<file path="src/rtl/alu_ctrl_if.sv">
// alu_ctrl_if: request/result handshake bundle for the 20-bit ALU controller.
//   master: drives req_valid, opcode, a, b, res_ready; observes the rest.
//   slave : drives req_ready, res_valid, result, zero, sign, carry, err.
interface alu_ctrl_if;
    logic        req_valid;
    logic        req_ready;
    logic [4:0]  opcode;
    logic [19:0] a;
    logic [19:0] b;
    logic        res_valid;
    logic        res_ready;
    logic [19:0] result;
    logic        zero;
    logic        sign;
    logic        carry;
    logic        err;
    modport master (
        output req_valid, opcode, a, b, res_ready,
        input  req_ready, res_valid, result, zero, sign, carry, err
    );
    modport slave (
        input  req_valid, opcode, a, b, res_ready,
        output req_ready, res_valid, result, zero, sign, carry, err
    );
endinterface

</file>
<file path="src/rtl/alu_ctrl.sv">
// alu_ctrl: sequencing controller for a 20-bit ALU (logic, arithmetic, compare, shift/rotate).
//   clk : rising-edge clock
//   rst : asynchronous active-high reset
//   bus : alu_ctrl_if.slave -- request handshake in, result + zero/sign/carry/err out
// Build option: define ALU_CTRL_BARREL_EN for single-cycle barrel shifts; otherwise
// shifts/rotates advance one bit per EXEC cycle.
module alu_ctrl (
    input  logic       clk,
    input  logic       rst,
    alu_ctrl_if.slave  bus
);
    typedef enum logic [1:0] {IDLE, EXEC, DONE} state_t;
    localparam logic [4:0] OP_NOT = 5'h00, OP_AND = 5'h01, OP_OR = 5'h02, OP_XOR = 5'h03,
                           OP_SHR = 5'h04, OP_SHL = 5'h05, OP_ROTR = 5'h06, OP_ROTL = 5'h07,
                           OP_SWAP = 5'h08, OP_INC = 5'h09, OP_DEC = 5'h0A, OP_ADD = 5'h0B,
                           OP_ADDC = 5'h0C, OP_SUB = 5'h0D, OP_SUBC = 5'h0E, OP_EQ = 5'h0F,
                           OP_GT = 5'h10;
    state_t      state_q, state_d;
    logic [4:0]  op_q, op_d, n_q, n_d, cnt_in, n_in;
    logic [19:0] a_q, a_d, b_q, b_d, result_q, result_d, sh_res, alu_res;
    logic        prime_q, prime_d, zero_q, zero_d, sign_q, sign_d, carry_q, carry_d, err_q, err_d;
    logic        accept, exec_done, carry_upd;
    logic [20:0] sum;
`ifdef ALU_CTRL_BARREL_EN
    logic [39:0] rot_r, rot_l;
`else
    logic [19:0] sh_q, sh_d, sh_step;
    logic        is_shift;
`endif
    always_ff @(posedge clk or posedge rst) begin
        if (rst) begin
            state_q  <= IDLE;
            op_q     <= '0;
            n_q      <= '0;
            a_q      <= '0;
            b_q      <= '0;
            prime_q  <= 1'b0;
            result_q <= '0;
            zero_q   <= 1'b0;
            sign_q   <= 1'b0;
            carry_q  <= 1'b0;
            err_q    <= 1'b0;
`ifndef ALU_CTRL_BARREL_EN
            sh_q     <= '0;
`endif
        end else begin
            state_q  <= state_d;
            op_q     <= op_d;
            n_q      <= n_d;
            a_q      <= a_d;
            b_q      <= b_d;
            prime_q  <= prime_d;
            result_q <= result_d;
            zero_q   <= zero_d;
            sign_q   <= sign_d;
            carry_q  <= carry_d;
            err_q    <= err_d;
`ifndef ALU_CTRL_BARREL_EN
            sh_q     <= sh_d;
`endif
        end
    end
    // Effective count: rotates wrap mod 20, logical shifts saturate at 20 (all bits gone).
    assign cnt_in = bus.b[4:0];
    always_comb begin
        n_in = 5'd0;
        if (bus.opcode == OP_ROTR || bus.opcode == OP_ROTL)
            n_in = (cnt_in >= 5'd20) ? cnt_in - 5'd20 : cnt_in;
        else if (bus.opcode == OP_SHR || bus.opcode == OP_SHL)
            n_in = (cnt_in >= 5'd20) ? 5'd20 : cnt_in;
    end
`ifdef ALU_CTRL_BARREL_EN
    assign rot_r = {a_q, a_q} >> n_q;
    assign rot_l = {a_q, a_q} << n_q;
    always_comb begin
        sh_res = rot_l[39:20];
        case (op_q)
            OP_SHR:  sh_res = a_q >> n_q;
            OP_SHL:  sh_res = a_q << n_q;
            OP_ROTR: sh_res = rot_r[19:0];
            default: sh_res = rot_l[39:20];
        endcase
    end
    assign exec_done = !prime_q;
`else
    assign is_shift = (op_q[4:2] == 3'b001);
    assign sh_res   = sh_q;
    always_comb begin
        sh_step = {sh_q[18:0], sh_q[19]};
        case (op_q)
            OP_SHR:  sh_step = {1'b0, sh_q[19:1]};
            OP_SHL:  sh_step = {sh_q[18:0], 1'b0};
            OP_ROTR: sh_step = {sh_q[0], sh_q[19:1]};
            default: sh_step = {sh_q[18:0], sh_q[19]};
        endcase
    end
    assign exec_done = !prime_q && !(is_shift && n_q != 5'd0);
`endif
    // 21-bit arithmetic: bit 20 is carry-out for additions and borrow for subtractions.
    always_comb begin
        sum = 21'd0;
        case (op_q)
            OP_INC:  sum = {1'b0, a_q} + 21'd1;
            OP_DEC:  sum = {1'b0, a_q} - 21'd1;
            OP_ADD:  sum = {1'b0, a_q} + {1'b0, b_q};
            OP_ADDC: sum = {1'b0, a_q} + {1'b0, b_q} + {20'd0, carry_q};
            OP_SUB:  sum = {1'b0, a_q} - {1'b0, b_q};
            OP_SUBC: sum = {1'b0, a_q} - {1'b0, b_q} - {20'd0, carry_q};
            default: sum = 21'd0;
        endcase
    end
    assign carry_upd = (op_q >= OP_INC) && (op_q <= OP_SUBC);
    always_comb begin
        alu_res = 20'd0;
        case (op_q)
            OP_NOT:  alu_res = ~a_q;
            OP_AND:  alu_res = a_q & b_q;
            OP_OR:   alu_res = a_q | b_q;
            OP_XOR:  alu_res = a_q ^ b_q;
            OP_SHR, OP_SHL, OP_ROTR, OP_ROTL: alu_res = sh_res;
            OP_SWAP: alu_res = {a_q[9:0], a_q[19:10]};
            OP_INC, OP_DEC, OP_ADD, OP_ADDC, OP_SUB, OP_SUBC: alu_res = sum[19:0];
            OP_EQ:   alu_res = {19'd0, a_q == b_q};
            OP_GT:   alu_res = {19'd0, a_q > b_q};
            default: alu_res = 20'd0;
        endcase
    end
    assign accept = bus.req_valid && state_q == IDLE;
    always_comb begin
        state_d = state_q;
        case (state_q)
            IDLE:    state_d = accept ? EXEC : IDLE;
            EXEC:    state_d = exec_done ? DONE : EXEC;
            DONE:    state_d = bus.res_ready ? IDLE : DONE;
            default: state_d = IDLE;
        endcase
    end
    // The first EXEC cycle only lets the latched operands settle, giving every op a
    // two-edge minimum from accept to res_valid.
    always_comb begin
        op_d     = op_q;
        n_d      = n_q;
        a_d      = a_q;
        b_d      = b_q;
        prime_d  = prime_q;
        result_d = result_q;
        zero_d   = zero_q;
        sign_d   = sign_q;
        carry_d  = carry_q;
        err_d    = err_q;
`ifndef ALU_CTRL_BARREL_EN
        sh_d     = sh_q;
`endif
        if (accept) begin
            op_d    = bus.opcode;
            a_d     = bus.a;
            b_d     = bus.b;
            n_d     = n_in;
            prime_d = 1'b1;
`ifndef ALU_CTRL_BARREL_EN
            sh_d    = bus.a;
`endif
        end else if (state_q == EXEC) begin
            prime_d = 1'b0;
            if (exec_done) begin
                result_d = alu_res;
                zero_d   = (alu_res == 20'd0);
                sign_d   = alu_res[19];
                err_d    = (op_q > OP_GT);
                carry_d  = carry_upd ? sum[20] : carry_q;
            end
`ifndef ALU_CTRL_BARREL_EN
            else if (!prime_q) begin
                sh_d = sh_step;
                n_d  = n_q - 5'd1;
            end
`endif
        end
    end
    always_comb begin
        bus.req_ready = (state_q == IDLE);
        bus.res_valid = (state_q == DONE);
        bus.result    = result_q;
        bus.zero      = zero_q;
        bus.sign      = sign_q;
        bus.carry     = carry_q;
        bus.err       = err_q;
    end
endmodule

</file>
<file path="src/flat_wrapper.sv">
// flat-port wrapper written by rule: the top's interface ports become plain ports
module alu_ctrl_flat 
  (clk, rst, bus_req_valid, bus_opcode, bus_a, bus_b, bus_res_ready, bus_req_ready, bus_res_valid, bus_result, bus_zero, bus_sign, bus_carry, bus_err);
  alu_ctrl_if bus_i ();
  input  logic clk;
  input  logic rst;
  input wire logic [$bits(bus_i.req_valid)-1:0] bus_req_valid;
  input wire logic [$bits(bus_i.opcode)-1:0] bus_opcode;
  input wire logic [$bits(bus_i.a)-1:0] bus_a;
  input wire logic [$bits(bus_i.b)-1:0] bus_b;
  input wire logic [$bits(bus_i.res_ready)-1:0] bus_res_ready;
  output wire logic [$bits(bus_i.req_ready)-1:0] bus_req_ready;
  output wire logic [$bits(bus_i.res_valid)-1:0] bus_res_valid;
  output wire logic [$bits(bus_i.result)-1:0] bus_result;
  output wire logic [$bits(bus_i.zero)-1:0] bus_zero;
  output wire logic [$bits(bus_i.sign)-1:0] bus_sign;
  output wire logic [$bits(bus_i.carry)-1:0] bus_carry;
  output wire logic [$bits(bus_i.err)-1:0] bus_err;
  assign bus_i.req_valid = bus_req_valid;
  assign bus_i.opcode = bus_opcode;
  assign bus_i.a = bus_a;
  assign bus_i.b = bus_b;
  assign bus_i.res_ready = bus_res_ready;
  assign bus_req_ready = bus_i.req_ready;
  assign bus_res_valid = bus_i.res_valid;
  assign bus_result = bus_i.result;
  assign bus_zero = bus_i.zero;
  assign bus_sign = bus_i.sign;
  assign bus_carry = bus_i.carry;
  assign bus_err = bus_i.err;
  alu_ctrl u_core (.clk(clk), .rst(rst), .bus(bus_i));
endmodule
</file>
<file path="config.mk">
export PLATFORM = sky130hd
export DESIGN_NAME = alu_ctrl_flat
export DESIGN_NICKNAME = d
export VERILOG_FILES = /design/src/rtl/alu_ctrl_if.sv /design/src/rtl/alu_ctrl.sv /design/src/flat_wrapper.sv
export SDC_FILE = /design/constraint.sdc
export NUM_CORES = 1
export LEC_CHECK = 0
export BUFFER_PORTS_ARGS = -buffer_cell sky130_fd_sc_hd__buf_2
export CAP_MARGIN = 20
export CORE_MARGIN = 2
export CORE_UTILIZATION = 36
export CTS_CLUSTER_DIAMETER = 40
export DETAILED_ROUTE_END_ITERATION = 8
export SYNTH_ARGS = -nofsm -noshare
export SYNTH_HDL_FRONTEND = slang
export SYNTH_SLANG_ARGS = --single-unit
</file>
<file path="constraint.sdc">
create_clock -name clk -period 9.4 [get_ports clk]
set_input_delay 1.88 -clock clk [delete_from_list [all_inputs] [get_ports clk]]
set_output_delay 1.88 -clock clk [all_outputs]
set_load 0.01 [all_outputs]
</file>
==> impl_metrics.ini <==
[sta]
max_freq_ghz = 0.194
period_needed_ns = 5.16
finalSetupViolCount = 0
whs_ns = 0.477
period_share_pct = 54.9
fin_skew_ns = 0.0124
finalSetupTns_ns = 0
hold_viol_final = 0
drv_slew = 0
slew_headroom_pct = 14.2
tightestPinTransition_ns = 1.25
rsz0062_at_grt = no

[detailed_routing]
ant_nets = 0
drt-total-wl_um = 39100
drt_first_pass_iters = 6
route.detailed.drc = 0
vias = 10400
drtIter0Drc = 1085
routed_via_density = 6.07
routedWlPerCell_um = 22.9

[synthesis]
synth_most_common_cell = nand2_1
syn_nets = 1437
synth_common_cells = nand2_1 (169), o21ai_0 (109), a21oi_1 (103), dfrtp_1 (96), ha_1 (94)
yosys_warnings = 0
ys_async_sr_fraction_pct = 100
yosysTopAreaCellShare_pct = 23.7
synthCells = 1291
yosys_register_bits = 96
yosys.area.top_type = dfrtp_1
syn_area_per_cell_um2 = 7.86
synth_area_um2 = 10100
synth_top_flop_cell = dfrtp_1
ys_seq_area_share_pct = 23.7
synth-edff-count = 0
netlist_top_cells_area = dfrtp_1 (24%), ha_1 (12%), nand2_1 (6.3%)
synth_cell_type_count = 94

[floorplan]
die_h_um = 172
coreArea_um2 = 27800
rows = 61
die_w_um = 172
io_pins = 75
die-area_um2 = 29500
initial_core_util_pct = 36.5

[clock_network]
clock_latency_ns = 0.36
h-tree-depth = 3
cts_made_buffers = 9
cts_setup_buffers = 0
cts_root_buf = clkbuf_16
cts.path.max_buffers = 2
cts-hold-fix-buffers = 0
cts_tree = done
clock-sinks = 96
ctsResizeCount = 0
clk_pin_slew_ns = 0.07

[min_path]
hold_depth = 2
worstHoldPathType = flip-flop to flip-flop

[critical_path]
end_kind = flip-flop
arrival_ns = 5.46
reg2reg_depth = 14
critPathKind = flip-flop to flip-flop
critical_path.max_fanout = 12
critPathLaunchType = flip-flop
crit_required_ns = 9.70

[final_layout]
fillers = 2954
syn_to_final_growth_pct = 9.83
final_nets = 1469
final_area_um2 = 11100
fin_util_pct = 40.1
drive_above_1_share_pct = 11.4

[global_routing]
grt_overflow = 0
antenna_found_initial = 0
grt_pass1_vias = 9724
grt_util_all_layers_pct = 26.6
grt_max_degree = 71
grt_pass1_wl_um = 58900

[placed_design]
portBuffers = 74
hpwl_um = 31000
placed_cell_area_um2 = 10800
place_congestion = 1.01

[flow_run]
maxCapViolCount = 0

[run_status]
status = finished, final reports clean
## metal layers
metal | global-route usage (%) | up-vias | share of wire [%]
met2 | 38.9 | 515 | 41
met5 | 1.39 | - | 0.12
met3 | 6.01 | 70 | 9.6
li1 | - | 4810 | -
met4 | 8.55 | 2 | 2.9
met1 | 38.4 | 4961 | 46
## worst paths after layout
| path | slack (ns) | start | endpoint |
|---|---|---|---|
| max in group asynchronous | 6.62 | rst | u_core.bus.result[8] |
| worst max register to register | 4.24 | u_core.a_q[6] | u_core.bus.zero |
| worst min-delay path | 0.48 | u_core.bus.result[3] | u_core.bus.result[3] |
| worst max-delay path | 4.24 | u_core.a_q[6] | u_core.bus.zero |
| min in group asynchronous | 1.53 | rst | u_core.a_q[15] |
| worst min register to register | 0.48 | u_core.bus.result[3] | u_core.bus.result[3] |
## placed cells by master (no fill, tap or decap), drive strengths merged, types with 10 or more instances in the layout
cell	instances
o22ai	13
nand2	171
o221ai	15
nor3	36
nand3	28
or3	12
o211ai	23
ha	94
nor2	82
inv	75
o21ai	109
buf	85
a2111oi	10
and3	10
a221oi	30
xnor2	60
nand4	12
a211oi	21
a21o	19
o21a	10
nor4	15
mux2i	16
dfrtp	96
xor2	20
clkbuf	10
and2	11
a21oi	106
## state kept, by name, summed over array words and instances, names as in the netlist
name / flops
u_core.state_q: 2
u_core.n_q: 5
u_core.bus.carry: 1
u_core.bus.err: 1
u_core.bus.zero: 1
u_core.b_q: 20
u_core.prime_q: 1
u_core.bus.sign: 1
u_core.bus.result: 19
u_core.a_q: 20
u_core.op_q: 5
u_core.sh_q: 20
## stage by stage
step,worst slack [ns],instances
after global placement,4.25,1689
after detailed placement,4.32,1689
after floorplan,3.80,1291
after CTS,4.26,1705
after global routing,3.94,1706
final,4.24,1707
## cells by family after synthesis
family	share of synthesized area (%)
AND/OR/NAND/NOR	21.1
XOR/XNOR	7.09
AO/OA/AOI/OAI	27.8
buffers and inverters	5.59
flip-flops	23.7
adder cells (fa/ha/maj)	12.2
multiplexers	2.58
## critical path, cell delays in order (launching register included)
cell and delay, ns:
dfrtp_1 0.56, inv_1 0.11, ha_1 0.47, a21oi_1 0.42, nor2_1 0.13, or4b_1 0.54, o22a_1 0.27, xnor2_1 0.21
or4_1 0.61, nor3_2 0.33, mux2i_1 0.24, o221ai_1 0.15, or4_1 0.55, nor4_1 0.30, a32o_2 0.20
## layout make-up
class | instances | area, um^2 | share of cell area (%)
Tap cell | 378 | 473 | 4.25
Timing Repair Buffer | 85 | 473 | 4.25
Clock buffer | 10 | 239 | 2.15
Multi-Input combinational cell | 1057 | 7200 | 64.6
Inverter | 74 | 280 | 2.52
Sequential cell | 96 | 2400 | 21.6
Clock inverter | 6 | 73.8 | 0.663
Antenna cell | 1 | 2.50 | 0.0225
Power is left out: the tool's default activity adds up to more than one toggle a clock period on the data nets, which glitch-free logic cannot reach.
